==> config.mk <==
export PLATFORM = sky130hd
export DESIGN_NAME = operand_collector
export DESIGN_NICKNAME = d
export VERILOG_FILES = /design/src/rtl/operand_collector.sv
export SDC_FILE = /design/constraint.sdc
export NUM_CORES = 1
export LEC_CHECK = 0
export CAP_MARGIN = 20
export CORE_AREA = 2 2 73 75
export CTS_CLUSTER_SIZE = 40
export DETAILED_ROUTE_END_ITERATION = 6
export DIE_AREA = 0 0 75 77
export GPL_TIMING_DRIVEN = 0
export PLACE_DENSITY = 0.76
export SLEW_MARGIN = 20
export SYNTH_ARGS = -nofsm -noshare
export SYNTH_HDL_FRONTEND = slang
export SYNTH_SLANG_ARGS = --single-unit
export TNS_END_PERCENT = 1
==> constraint.sdc <==
create_clock -name clk -period 1.8 [get_ports clk]
set_input_delay 0.54 -clock clk [delete_from_list [all_inputs] [get_ports clk]]
set_output_delay 0.54 -clock clk [all_outputs]
set_load 0.02 [all_outputs]
==> src/rtl/operand_collector.sv <==
// Collects a burst of WIDTH-bit values into DEPTH ordered slots and publishes
// them as one registered snapshot (valid bits, count, overflow) when the burst ends.
module operand_collector #(
    parameter int WIDTH    = 8,
    parameter int DEPTH    = 3,
    parameter int OVF_MODE = 0,
    localparam int CW      = $clog2(DEPTH + 1)
) (
    input  logic                     clk,
    input  logic                     rst_n,
    input  logic                     put,
    input  logic [WIDTH-1:0]         value,
    output logic                     ready,
    output logic                     ack,
    output logic                     busy,
    output logic                     pub_valid,
    output logic [DEPTH*WIDTH-1:0]   slots_out,
    output logic [DEPTH-1:0]         slot_valid,
    output logic [CW-1:0]            pub_count,
    output logic                     overflow
);

    typedef enum logic {IDLE = 1'b0, FILL = 1'b1} state_t;

    state_t                 state_reg, state_next;
    logic [CW-1:0]          count_reg, count_next;
    logic                   ovf_reg, ovf_next;
    logic [WIDTH-1:0]       slot_reg [DEPTH];
    logic                   store, publish;
    logic [CW-1:0]          wr_idx;
    logic [DEPTH-1:0]       slot_we;
    logic [DEPTH-1:0]       therm;
    logic [DEPTH*WIDTH-1:0] slot_flat;

    logic                   ack_reg, pub_valid_reg, overflow_reg;
    logic [DEPTH*WIDTH-1:0] slots_out_reg;
    logic [DEPTH-1:0]       slot_valid_reg;
    logic [CW-1:0]          pub_count_reg;

    wire full = (count_reg == CW'(DEPTH));

    // Once full, overwrites (OVF_MODE=1) always land in the last slot.
    assign wr_idx = full ? CW'(DEPTH - 1) : count_reg;

    generate
        for (genvar gi = 0; gi < DEPTH; gi++) begin : g_slot
            assign slot_we[gi]                     = store && (wr_idx == CW'(gi));
            assign therm[gi]                       = (count_reg > CW'(gi));
            assign slot_flat[gi*WIDTH +: WIDTH]    = slot_reg[gi];
        end
    endgenerate

    always_comb begin
        state_next = state_reg;
        count_next = count_reg;
        ovf_next   = ovf_reg;
        store      = 1'b0;
        publish    = 1'b0;
        case (state_reg)
            IDLE: begin
                if (put) begin
                    store      = 1'b1;
                    count_next = CW'(1);
                    state_next = FILL;
                end
            end
            FILL: begin
                if (put) begin
                    if (!full) begin
                        store      = 1'b1;
                        count_next = count_reg + CW'(1);
                    end else begin
                        ovf_next = 1'b1;
                        store    = (OVF_MODE != 0);
                    end
                end else begin
                    publish    = 1'b1;
                    count_next = '0;
                    ovf_next   = 1'b0;
                    state_next = IDLE;
                end
            end
            default: state_next = IDLE;
        endcase
    end

    always_ff @(posedge clk or negedge rst_n) begin
        if (!rst_n) begin
            state_reg <= IDLE;
            count_reg <= '0;
            ovf_reg   <= 1'b0;
        end else begin
            state_reg <= state_next;
            count_reg <= count_next;
            ovf_reg   <= ovf_next;
        end
    end

    // Slots are zeroed on publish so unfilled slots of the next burst read 0.
    always_ff @(posedge clk or negedge rst_n) begin
        if (!rst_n) begin
            for (int i = 0; i < DEPTH; i++) slot_reg[i] <= '0;
        end else begin
            for (int i = 0; i < DEPTH; i++) begin
                if (publish)         slot_reg[i] <= '0;
                else if (slot_we[i]) slot_reg[i] <= value;
            end
        end
    end

    always_ff @(posedge clk or negedge rst_n) begin
        if (!rst_n) begin
            ack_reg        <= 1'b0;
            pub_valid_reg  <= 1'b0;
            slots_out_reg  <= '0;
            slot_valid_reg <= '0;
            pub_count_reg  <= '0;
            overflow_reg   <= 1'b0;
        end else begin
            ack_reg       <= store;
            pub_valid_reg <= publish;
            if (publish) begin
                slots_out_reg  <= slot_flat;
                slot_valid_reg <= therm;
                pub_count_reg  <= count_reg;
                overflow_reg   <= ovf_reg;
            end
        end
    end

    assign ready      = !full;
    assign busy       = (state_reg == FILL);
    assign ack        = ack_reg;
    assign pub_valid  = pub_valid_reg;
    assign slots_out  = slots_out_reg;
    assign slot_valid = slot_valid_reg;
    assign pub_count  = pub_count_reg;
    assign overflow   = overflow_reg;

endmodule
==> After elaboration in Yosys (flattened, before gate mapping) <==
Cells that the tools add are included.
{ "totals": {"register_bits": 60, "in_bits": 11, "output_inout_bits": 34, "elab_cells": 52} }
{ "classes": {"add_sub_neg": 1, "order_cmp": 3, "mux": 19, "eq_ne": 6, "bitwise": 1, "reduce_logical": 10} }
{ "op_table": {"columns": ["op", "n"], "rows": [
  ["8-bit 2-to-1 mux", 6],
  ["2-bit 2-to-1 mux", 4],
  ["1-bit 2-to-1 mux", 7],
  ["2-bit nonzero test", 3],
  ["2-bit == test, second input constant", 2],
  ["2-bit by 1-bit > comparator with 1-bit output, second input constant", 2],
  ["2-bit case mux with 2 select lines", 1],
  ["2-bit AND reduction", 2],
  ["1-bit logical AND", 3],
  ["3-bit inequality test, second input constant", 1],
  ["2-bit by 1-bit adder with 2-bit output, second input constant", 1],
  ["2-bit by 1-bit == test with 1-bit output, second input constant", 1],
  ["2-bit > comparator, second input constant", 1],
  ["2-bit logical NOT", 1],
  ["2-bit by 1-bit inequality test with 1-bit output, second input constant", 1],
  ["2-bit inequality test, second input constant", 1],
  ["1-bit case mux with 2 select lines", 1],
  ["1-bit logical NOT", 1],
  ["1-bit NOT", 1]
]} }

==> Longest topological paths before layout <==
Gate-level depths: netlist of run 1.
{ "logic_depth": {"depth_word": 7, "mapped_depth": 6} }

==> Least setup slack after synthesis of run 1 <==
OpenSTA, ideal clock, no wires.
{ "synth_path": {"kind": "reg2reg", "startpoint": "reg count_reg[1]", "endpoint": "reg slot_reg, in the netlist slot_flat[0]", "n_path_buf": 2, "stages_incl_launch_ff": 7, "setup_slack_ns": 0.325, "required_ns": 1.669, "arrival_ns": 1.345, "synth_period_minus_slack_ns": 1.475, "setup_time_ns": 0.131, "cell_sequence": "dfrtp_1 inv_1 ha_1 clkbuf_1 and2_1 clkbuf_1 o21ai_0"} }
{ "synth_between": {"elab_chain_len": 6, "elab_cells_between_ends": 8, "classes_between": "eq/ne (1); mux (4); reduce/logical (3)"} }
{ "synth_lines": {"columns": ["element", "line_no", "rtl"], "rows": [
  ["from (decl)", "26", "logic [CW-1:0] count_reg, count_next;"],
  ["from (signal assigned)", "94", "count_reg <= count_next;"],
  ["2-bit == test", "40", "wire full = (count_reg == CW'(DEPTH));"],
  ["1-bit 2-to-1 mux", "69", "if (!full) begin"],
  ["1-bit 2-to-1 mux", "68", "if (put) begin"],
  ["1-bit case mux with 2 select lines", "59", "case (state_reg)"],
  ["1-bit logical AND (*)", "47", "assign slot_we[gi] = store && (wr_idx == CW'(gi));"],
  ["2-bit nonzero test (no line) (*)", null, null],
  ["to (signal, indexed assignment)", "106", "else if (slot_we[i]) slot_reg[i] <= value;"],
  ["to (decl)", "28", "logic [WIDTH-1:0] slot_reg [DEPTH];"]
]} }
Mark *: on every way between the ends. The rest lies on a longest branch, timed or not.
A chain may end at the register's enable or synchronous reset.

==> Worst setup path in the final report of run 1 <==
{ "layout_path": {"startpoint": "reg count_reg[0]", "endpoint": "out ready"} }
{ "layout_between": {"elab_chain_len": 2} }
{ "layout_lines": {"columns": ["element", "line_no", "rtl"], "rows": [
  ["2-bit == test", "40", null],
  ["1-bit logical NOT", "131", "assign ready = !full;"],
  ["to (decl)", "13", "output logic ready,"]
]} }
No other way between the ends.

==> results_dict.tcl, run 1 <==
set metrics [dict create \
    top_level_ports 45 \
    cpMaxStageDelayCell "dfrtp_2" \
    worstSetupStartpoint "count_reg[0]" \
    h-tree-depth 3 \
    critPathArrivalTime_ns 1.20 \
    r2r-end "slot_flat[3]" \
    yosys-top-cells-area "dfrtp_1 62%, nand2_1 14%, mux2i_1 6.6%" \
    yosys_register_bits 60 \
    netlist_instances 240 \
    clockRootBuffer "clkbuf_8" \
    core_um2 4977 \
    placed_cell_area_um2 2960 \
    ys_seq_area_frac 0.6166 \
    period_share 0.9655 \
    fp.dieH_um 77 \
    antenna_found_initial 0 \
    finalWirelength_um 5137 \
    wire_per_inst_um 13.88 \
    finalPower_uw 3893 \
    insertion_delay_ns 0.33 \
    grt_pass1_vias 1783 \
    status "finished, final reports clean" \
    grt.overflow.total 0 \
    fmax_mhz 575.4 \
    fin_nets 311 \
    hold_class "in -> async" \
    tritoncts "done" \
    die_w_um 75 \
    layout-drive-gt1-share 0.1167 \
    area_delta_synth_final_pct 30.99 \
    netlist.area_leader.share 0.6166 \
    cts_inserted_buffers 9 \
    finalHoldViolCount 0 \
    cp_cell_sequence "ha_4 > inv_1 > buf_2" \
    slowest_delay_ns 0.46 \
    stdcell_area_um2 3189 \
    final_max_slew_viol_count 0 \
    avgSynthCellArea_um2 10.15 \
    crit_required_ns 1.26 \
    dominantRegCellSynth "dfrtp_1" \
    hpwl_um 3413 \
    floorplan.initialDensity 0.4892 \
    grt.total_usage 0.2006 \
    dr_total_vias 1843 \
    viasPerCell 4.981 \
    synth_nets 256 \
    postCtsSetupBuffers 0 \
    cts_sinks 60 \
    setup_violations 0 \
    finClkSkew_ns 0.008169 \
    power_density_nw_per_um2 1221 \
    tightest_slew_ns 0.7278 \
    yosys.area.top_type "dfrtp_1" \
    synth_cell_types 21 \
    first_pass_iters 4 \
    setup.worst_path.start_class "register" \
    r2r_slack_ns 0.13 \
    grt_pass1_wl_um 8631 \
    max-slew-margin-rel 0.5148 \
    path_max_fanout 8 \
    maxCapViolCount 0 \
    cts_buffer_depth 2 \
    fin_crit_ns 1.738 \
    p_leak_uw 0.001751 \
    ant_nets 0 \
    async_flop_share 1.000 \
    gp_congestion 0.7978 \
    r2r_cells 6 \
    grt_max_degree 61 \
    dieArea_um2 5775 \
    synthTopCellsByCount "91 x nand2_1, 60 x dfrtp_1, 20 x o21ai_0" \
    port_buffers 44 \
    drc 0 \
    yosysMostFrequentCell "nand2_1" \
    cp-end-kind "output pin" \
    ys_warn_count 0 \
    reg2reg_from "count_reg[1]" \
    postCtsHoldBufs 0 \
    num_rows 26 \
    path_class "reg -> out" \
    drtIter0Drc 109 \
    syn-cell-area_um2 2435 \
    holdWs_ns 0.2788 \
    n_antenna_cell 0 \
    rsz0062_at_grt "no" \
    synth_edf_count 0 \
    vdd_drop_max_mv 0.8856 \
    clk_pin_slew_ns 0.06 \
]
[worst max-delay path by stage]
stage	endpoint	slack [ns]	cells past startpoint
after floorplan	slot_flat[0]	0.32	6
after global placement	slots_out[21]	-1.62	1
after detailed placement	slot_valid[2]	-0.39	6
after CTS	ack	0.0003	1
after global routing	ready	0.02	3
final	ready	0.06	3
[metal layers]
metal,vias up,global-route usage,share of wire
li1,882,-,-
met4,0,0.1054,0.025
met3,12,0.04205,0.027
met5,-,0,0
met1,912,0.2773,0.47
met2,37,0.2939,0.48
[cells by family (layout without fill, tap and decap cells)]
family          after synthesis  in the layout  synth area share
simple gates                107            107            0.1757
flops                        60             60            0.6166
compound gates               27             27           0.06989
buf+inv                      24             84           0.04162
mux                          17             17           0.07040
fa+ha+maj                     5              5           0.02569
[what timing repair did]
| item | CTS | global route |
|---|---|---|
| setup endpoints to repair | 50 | 2 |
| resized for setup | 43 | 2 |
| pin swaps | 0 | 0 |
[critical path, delay by kind of cell (launching register included)]
kind	cells	cell delay [ns]
buffers and inverters	2	0.20
flip-flops	1	0.46
adder cells (fa/ha/maj)	1	0.21
[final cells by class]
cell class / count / area, um^2
Tap cell: 70 / 87.58
Sequential cell: 60 / 1504
Clock buffer: 12 / 155.1
Inverter: 12 / 45.04
Multi-Input combinational cell: 156 / 844.6
Buffer: 12 / 60.06
Timing Repair Buffer: 44 / 397.9
Fill cell: 430 / 1788
Clock inverter: 4 / 95.09
[per-stage QoR]
step,setup TNS [ns],cells,worst slack (ns),utilization
final,0,370,0.06202,0.6408
after global routing,0,370,0.01573,0.6408
after global placement,-113.95,354,-1.622,0.5953
after CTS,0,370,0.0003492,0.6398
after detailed placement,-18.04,354,-0.3901,0.5948
after floorplan,0,240,0.3246,-
[report_power, final]
part | total (uW) | switching, uW | internal [uW] | leakage [uW]
sequential | 1670 | 111 | 1560 | 0.000779
combinational | 722 | 449 | 273 | 0.000845
clock | 1500 | 504 | 994 | 0.000127
[placed cells by master (no fill, tap or decap)]
master,instances
a21oi_1,2
mux2_2,1
mux2i_1,16
buf_4,2
a31oi_4,1
o31ai_1,2
o21ai_4,1
clkinv_2,1
nor2_1,2
o21ai_0,20
dlymetal6s2s_1,2
inv_2,1
ha_1,4
bufinv_16,3
ha_4,1
clkbuf_1,3
nand2_1,91
clkbuf_2,3
dfrtp_2,2
nand3_1,9
clkbuf_8,11
clkdlybuf4s50_1,8
and2_1,1
buf_2,7
a21boi_0,1
dfrtp_1,58
nand2b_2,1
dlygate4sd2_1,32
nor2b_1,3
inv_1,11
Note: power is estimated with default switching activity, not from simulation.
==> run 2: changes to the inputs <==
--- a/config.mk
+++ b/config.mk
@@ -11,7 +11,7 @@
 export DETAILED_ROUTE_END_ITERATION = 6
 export DIE_AREA = 0 0 75 77
 export GPL_TIMING_DRIVEN = 0
-export PLACE_DENSITY = 0.76
+export PLACE_DENSITY = 0.77
 export SLEW_MARGIN = 20
 export SYNTH_ARGS = -nofsm -noshare
 export SYNTH_HDL_FRONTEND = slang
==> run 2 against run 1 <==
- worst hold slack lost 0.025 ns
- routed wire length decreased by 2.5%
- flip-flop and latch count did not move
- critical path depth unchanged
- die area unchanged
- total power down 2.9%
- clock power shrank 7%
- critical path type unchanged
==> results_dict.tcl, run 2 (synthesis results as in run 1) <==
set metrics [dict create \
    insertion_delay_ns 0.33 \
    num_rows 26 \
    top_level_ports 45 \
    viasPerCell 4.824 \
    path_max_fanout 8 \
    final_common_cell "nand2_1" \
    finalWirelength_um 5009 \
    r2r_slack_ns 0.20 \
    hpwl_um 3337 \
    wire_per_inst_um 13.57 \
    first_pass_iters 4 \
    final_max_slew_viol_count 0 \
    fmax_mhz 570.9 \
    floorplan.initialDensity 0.4892 \
    layout-drive-gt1-share 0.1171 \
    cp_top_family "flip-flops" \
    critPathArrivalTime_ns 1.21 \
    finalPower_uw 3779 \
    layout_common_cells "91 x nand2_1, 58 x dfrtp_1, 33 x dlygate4sd2_1" \
    period_share 0.9732 \
    cts_inserted_buffers 9 \
    r2r-end "slot_flat[5]" \
    postCtsSetupBuffers 0 \
    maxCapViolCount 0 \
    cts_sinks 60 \
    finClkSkew_ns 0.007012 \
    grt.total_usage 0.2043 \
    status "finished, final reports clean" \
    n_antenna_cell 0 \
    fp.dieH_um 77 \
    area_delta_synth_final_pct 30.01 \
    vdd_drop_max_mv 0.8485 \
    clk_pin_slew_ns 0.07 \
    hold_class "in -> async" \
    tightest_slew_ns 0.7351 \
    cts_buffer_depth 2 \
    dp.cells 354 \
    dr_total_vias 1780 \
    grt.met1_usage 0.2773 \
    die_w_um 75 \
    power_density_nw_per_um2 1194 \
    max-slew-margin-rel 0.5100 \
    stdcell_count 369 \
    grtUsageMet2 0.2904 \
    cp_cell_sequence "ha_4 > inv_1 > buf_2" \
    setup.worst_path.start_class "register" \
    met3_usage 0.06307 \
    grt_max_degree 61 \
    grt_pass1_wl_um 8583 \
    cp-end-kind "output pin" \
    drc 0 \
    slowest_delay_ns 0.46 \
    postCtsHoldBufs 0 \
    dieArea_um2 5775 \
    antenna_found_initial 0 \
    r2r_cells 5 \
    worstSetupStartpoint "count_reg[0]" \
    tritoncts "done" \
    fin_crit_ns 1.752 \
    top_usage_layer "met2" \
    p_leak_uw 0.001734 \
    setup_violations 0 \
    cp_num_cells 3 \
    fin_nets 310 \
    cpMaxStageDelayCell "dfrtp_2" \
    gp_congestion 0.7938 \
    ant_nets 0 \
    port_buffers 44 \
    crit_required_ns 1.26 \
    core_um2 4977 \
    h-tree-depth 3 \
    endpoint "ready" \
    reg2reg_from "count_reg[1]" \
    grt_pass1_vias 1745 \
    path_class "reg -> out" \
    path_buf_inv 2 \
    grt.overflow.total 0 \
    drtIter0Drc 136 \
    rsz0062_at_grt "no" \
    finalHoldViolCount 0 \
    clockRootBuffer "clkbuf_8" \
]
## run 2: cell count changes in the layout (fill, tap and decap cells not counted), sizes merged
cell | before | now
bufinv | 3 | 2
clkbuf | 17 | 16
clkinv | 1 | 2
dlygate4sd2 | 32 | 33
dlymetal6s2s | 2 | 1
## run 2: worst min-delay path by stage
stage / endpoint / slack, ns / cells after the start
3_5_place_dp: slots_out[18] / 0.45 / 2
4_1_cts: slots_out[3] / 0.29 / 1
5_1_grt: slots_out[3] / 0.32 / 1
6_report: count_reg[1] / 0.25 / 1
3_3_place_gp: slots_out[3] / 0.45 / 2
2_1_floorplan: ack / 0.24 / 0
## run 2: layout make-up
class | count | area [um^2]
multi-input cells | 156 | 844.6
flip-flops and latches | 60 | 1504
plain buffers | 11 | 55.05
repair buffers | 44 | 394.1
well taps | 70 | 87.58
clock inverters | 4 | 70.07
clock buffers | 12 | 165.2
fillers | 407 | 1812
inverters | 12 | 45.04
## run 2: what timing repair did
| action | in CTS | in global routing |
|---|---|---|
| pin swaps | 0 | 0 |
| setup endpoints to repair | 60 | 10 |
| resized for setup | 41 | 3 |
## run 2: per-layer routing
metal  wire, um  part of all wire
met3        187             0.037
met4        110             0.022
met2       2367              0.47
met5          0                 0
met1       2343              0.47
## run 2: worst reg2reg max path, delay by kind of cell (launching register included)
kind | cells | cell delay [ns]
flip-flops | 1 | 0.44
AND/OR/NAND/NOR | 1 | 0.31
adder cells (fa/ha/maj) | 1 | 0.17
AO/OA/AOI/OAI | 1 | 0.14
buffers and inverters | 2 | 0.40
## run 2: stage by stage
| stage | TNS [ns] | cell area, um^2 | hold WS [ns] | setup slack [ns] | util |
|---|---|---|---|---|---|
| global route | 0 | 3166 | 0.3173 | 0.006807 | 0.6360 |
| finish | 0 | 3166 | 0.2540 | 0.04828 | 0.6360 |
| floorplan | 0 | 2435 | 0.2444 | 0.3246 | - |
| detailed placement | -17.97 | 2960 | 0.4528 | -0.4538 | 0.5948 |
| CTS | -0.1057 | 3163 | 0.2872 | -0.1057 | 0.6355 |
| global placement | -112.52 | 2963 | 0.4524 | -1.610 | 0.5953 |
## run 2: power breakdown
part,switching (uW),total (uW),internal (uW),leakage (uW)
Sequential,107,1670,1560,0.000779
Combinational,442,711,270,0.000832
Clock,510,1400,888,0.000122
Total,1060,3780,2720,0.00173
==> run 3: changes to the inputs <==
==> constraint.sdc (replaced) <==
create_clock -name clk -period 1.8 [get_ports clk]
set_input_delay 0.54 -clock clk [delete_from_list [all_inputs] [get_ports clk]]
set_output_delay 0.54 -clock clk [all_outputs]
set_load 0.1 [all_outputs]
==> run 3 against run 2 <==
- global-route usage decreased by 0.55 points
- total power increased by 21%
- sequential power about the same
- register-to-register slack got worse by 0.10 ns
- clock power about the same
- highest routed layer unchanged
- largest cell class unchanged
- clock skew decreased by 0.00080 ns
- count of clock-buffer cells in the layout unchanged
==> results_dict.tcl, run 3 (synthesis results as in run 1) <==
set metrics [dict create \
    crit_required_ns 1.26 \
    layout-drive-gt1-share 0.2434 \
    grt.overflow.total 0 \
    finClkSkew_ns 0.006216 \
    multiInputGateArea_um2 844.6 \
    ant_nets 0 \
    cts_sinks 60 \
    rsz0062_at_grt "yes" \
    period_share 0.9838 \
    critPathArrivalTime_ns 1.23 \
    status "finished, final reports clean" \
    insertion_delay_ns 0.34 \
    cp_cell_sequence "clkdlybuf4s18_2" \
    final_common_cell "nand2_1" \
    grt_pass1_vias 1721 \
    placed_cell_area_um2 2962 \
    nFillCells 406 \
    reg2reg_from "count_reg[1]" \
    finalWirelength_um 5074 \
    dieArea_um2 5775 \
    port_buffers 44 \
    gp_congestion 0.8098 \
    clk_pin_slew_ns 0.07 \
    fmax_mhz 564.7 \
    grt_max_degree 61 \
    max-slew-margin-rel 0.5092 \
    seqCellArea_um2 1505 \
    area_delta_synth_final_pct 29.91 \
    stdcell_area_um2 3163 \
    core_um2 4977 \
    antenna_found_initial 0 \
    layout_common_cells "91 x nand2_1, 57 x dfrtp_1, 24 x buf_2" \
    finalHoldViolCount 0 \
    p_leak_uw 0.001675 \
    floorplan.initialDensity 0.4892 \
    dr_total_vias 1796 \
    fin_nets 315 \
    grt_pass1_wl_um 8452 \
    clockRootBuffer "clkbuf_8" \
    h-tree-depth 3 \
    maxCapViolCount 0 \
    path_buf_inv 1 \
    cp_top_family "buffers and inverters" \
    fin_crit_ns 1.771 \
    setup_violations 0 \
    die_w_um 75 \
    power_density_nw_per_um2 1442 \
    path_class "reg -> out" \
    final_max_slew_viol_count 0 \
    worstSetupStartpoint "slots_out[22]" \
    tightest_slew_ns 0.7363 \
    hold_class "in -> async" \
    final.setup.tns_ns 0 \
    grt.total_usage 0.1988 \
    slowest_delay_ns 0.54 \
    num_rows 26 \
    vdd_drop_max_mv 0.7730 \
    hpwl_um 3464 \
    drtIter0Drc 157 \
    cp-end-kind "output pin" \
    wire_per_inst_um 13.57 \
    viasPerCell 4.802 \
    setup.worst_path.start_class "register" \
    tritoncts "done" \
    top_level_ports 45 \
    fp.dieH_um 77 \
    cpMaxStageDelayCell "clkdlybuf4s18_2" \
    cts_buffer_depth 2 \
    n_antenna_cell 0 \
    first_pass_iters 4 \
    holdWs_ns 0.2552 \
    cts_inserted_buffers 9 \
    path_max_fanout 2 \
    drc 0 \
]
==> run 3: repair_timing <==
action,in CTS,in global routing
gates cloned,0,0
endpoints found under the setup margin,49,32
resized for setup,123,44
buffers inserted,0,4
hold buffers,0,0
==> run 3: worst paths after layout <==
path,slack [ns],endpoint,depth (start not counted)
worst max-delay path,0.03,slots_out[22],1
worst min-delay path,0.26,slots_out[3],1
worst max register to register,0.10,slot_flat[4],6
worst min register to register,0.47,slots_out[3],2
max in group asynchronous,1.00,count_reg[1],1
min in group clk,0.47,slots_out[3],2
==> run 3: layer usage <==
metal / vias up / GRT usage / share of wire
met5: - / 0 / 0
met1: 853 / 0.2803 / 0.46
met4: 0 / 0.09643 / 0.018
met3: 10 / 0.03942 / 0.044
li1: 887 / - / -
met2: 46 / 0.2912 / 0.48
==> run 3: stage by stage <==
step	std cells	power, uW	setup slack [ns]	util
after floorplan	240	2840	-0.04513	-
after global placement	354	3215	-1.807	0.5955
after detailed placement	354	3238	-0.6849	0.5950
after CTS	370	4605	-0.06806	0.6503
after global routing	374	4738	-0.04372	0.6355
final	374	4561	0.02917	0.6355
==> run 3: where the power goes <==
group	total (uW)	switching [uW]	leakage, uW	internal [uW]
Sequential	1680	112	0.000778	1560
Combinational	1480	1190	0.000775	291
Clock	1400	516	0.000122	888
Total	4560	1820	0.00168	2740
==> run 3: final cells by class <==
class,instances,share of cell area
Buffer,12,0.01859
Clock buffer,12,0.05222
Clock inverter,4,0.02215
Inverter,12,0.01424
Multi-Input combinational cell,156,0.2670
Sequential cell,60,0.4759
Tap cell,70,0.02769
Timing Repair Buffer,48,0.1222
==> run 3: worst reg2reg max path, cell delays in order, from the launching register on <==
cell	delay (ns)
dfrtp_2	0.45
inv_1	0.17
ha_1	0.17
clkbuf_2	0.21
and2_1	0.15
clkbuf_1	0.25
o21ai_0	0.16
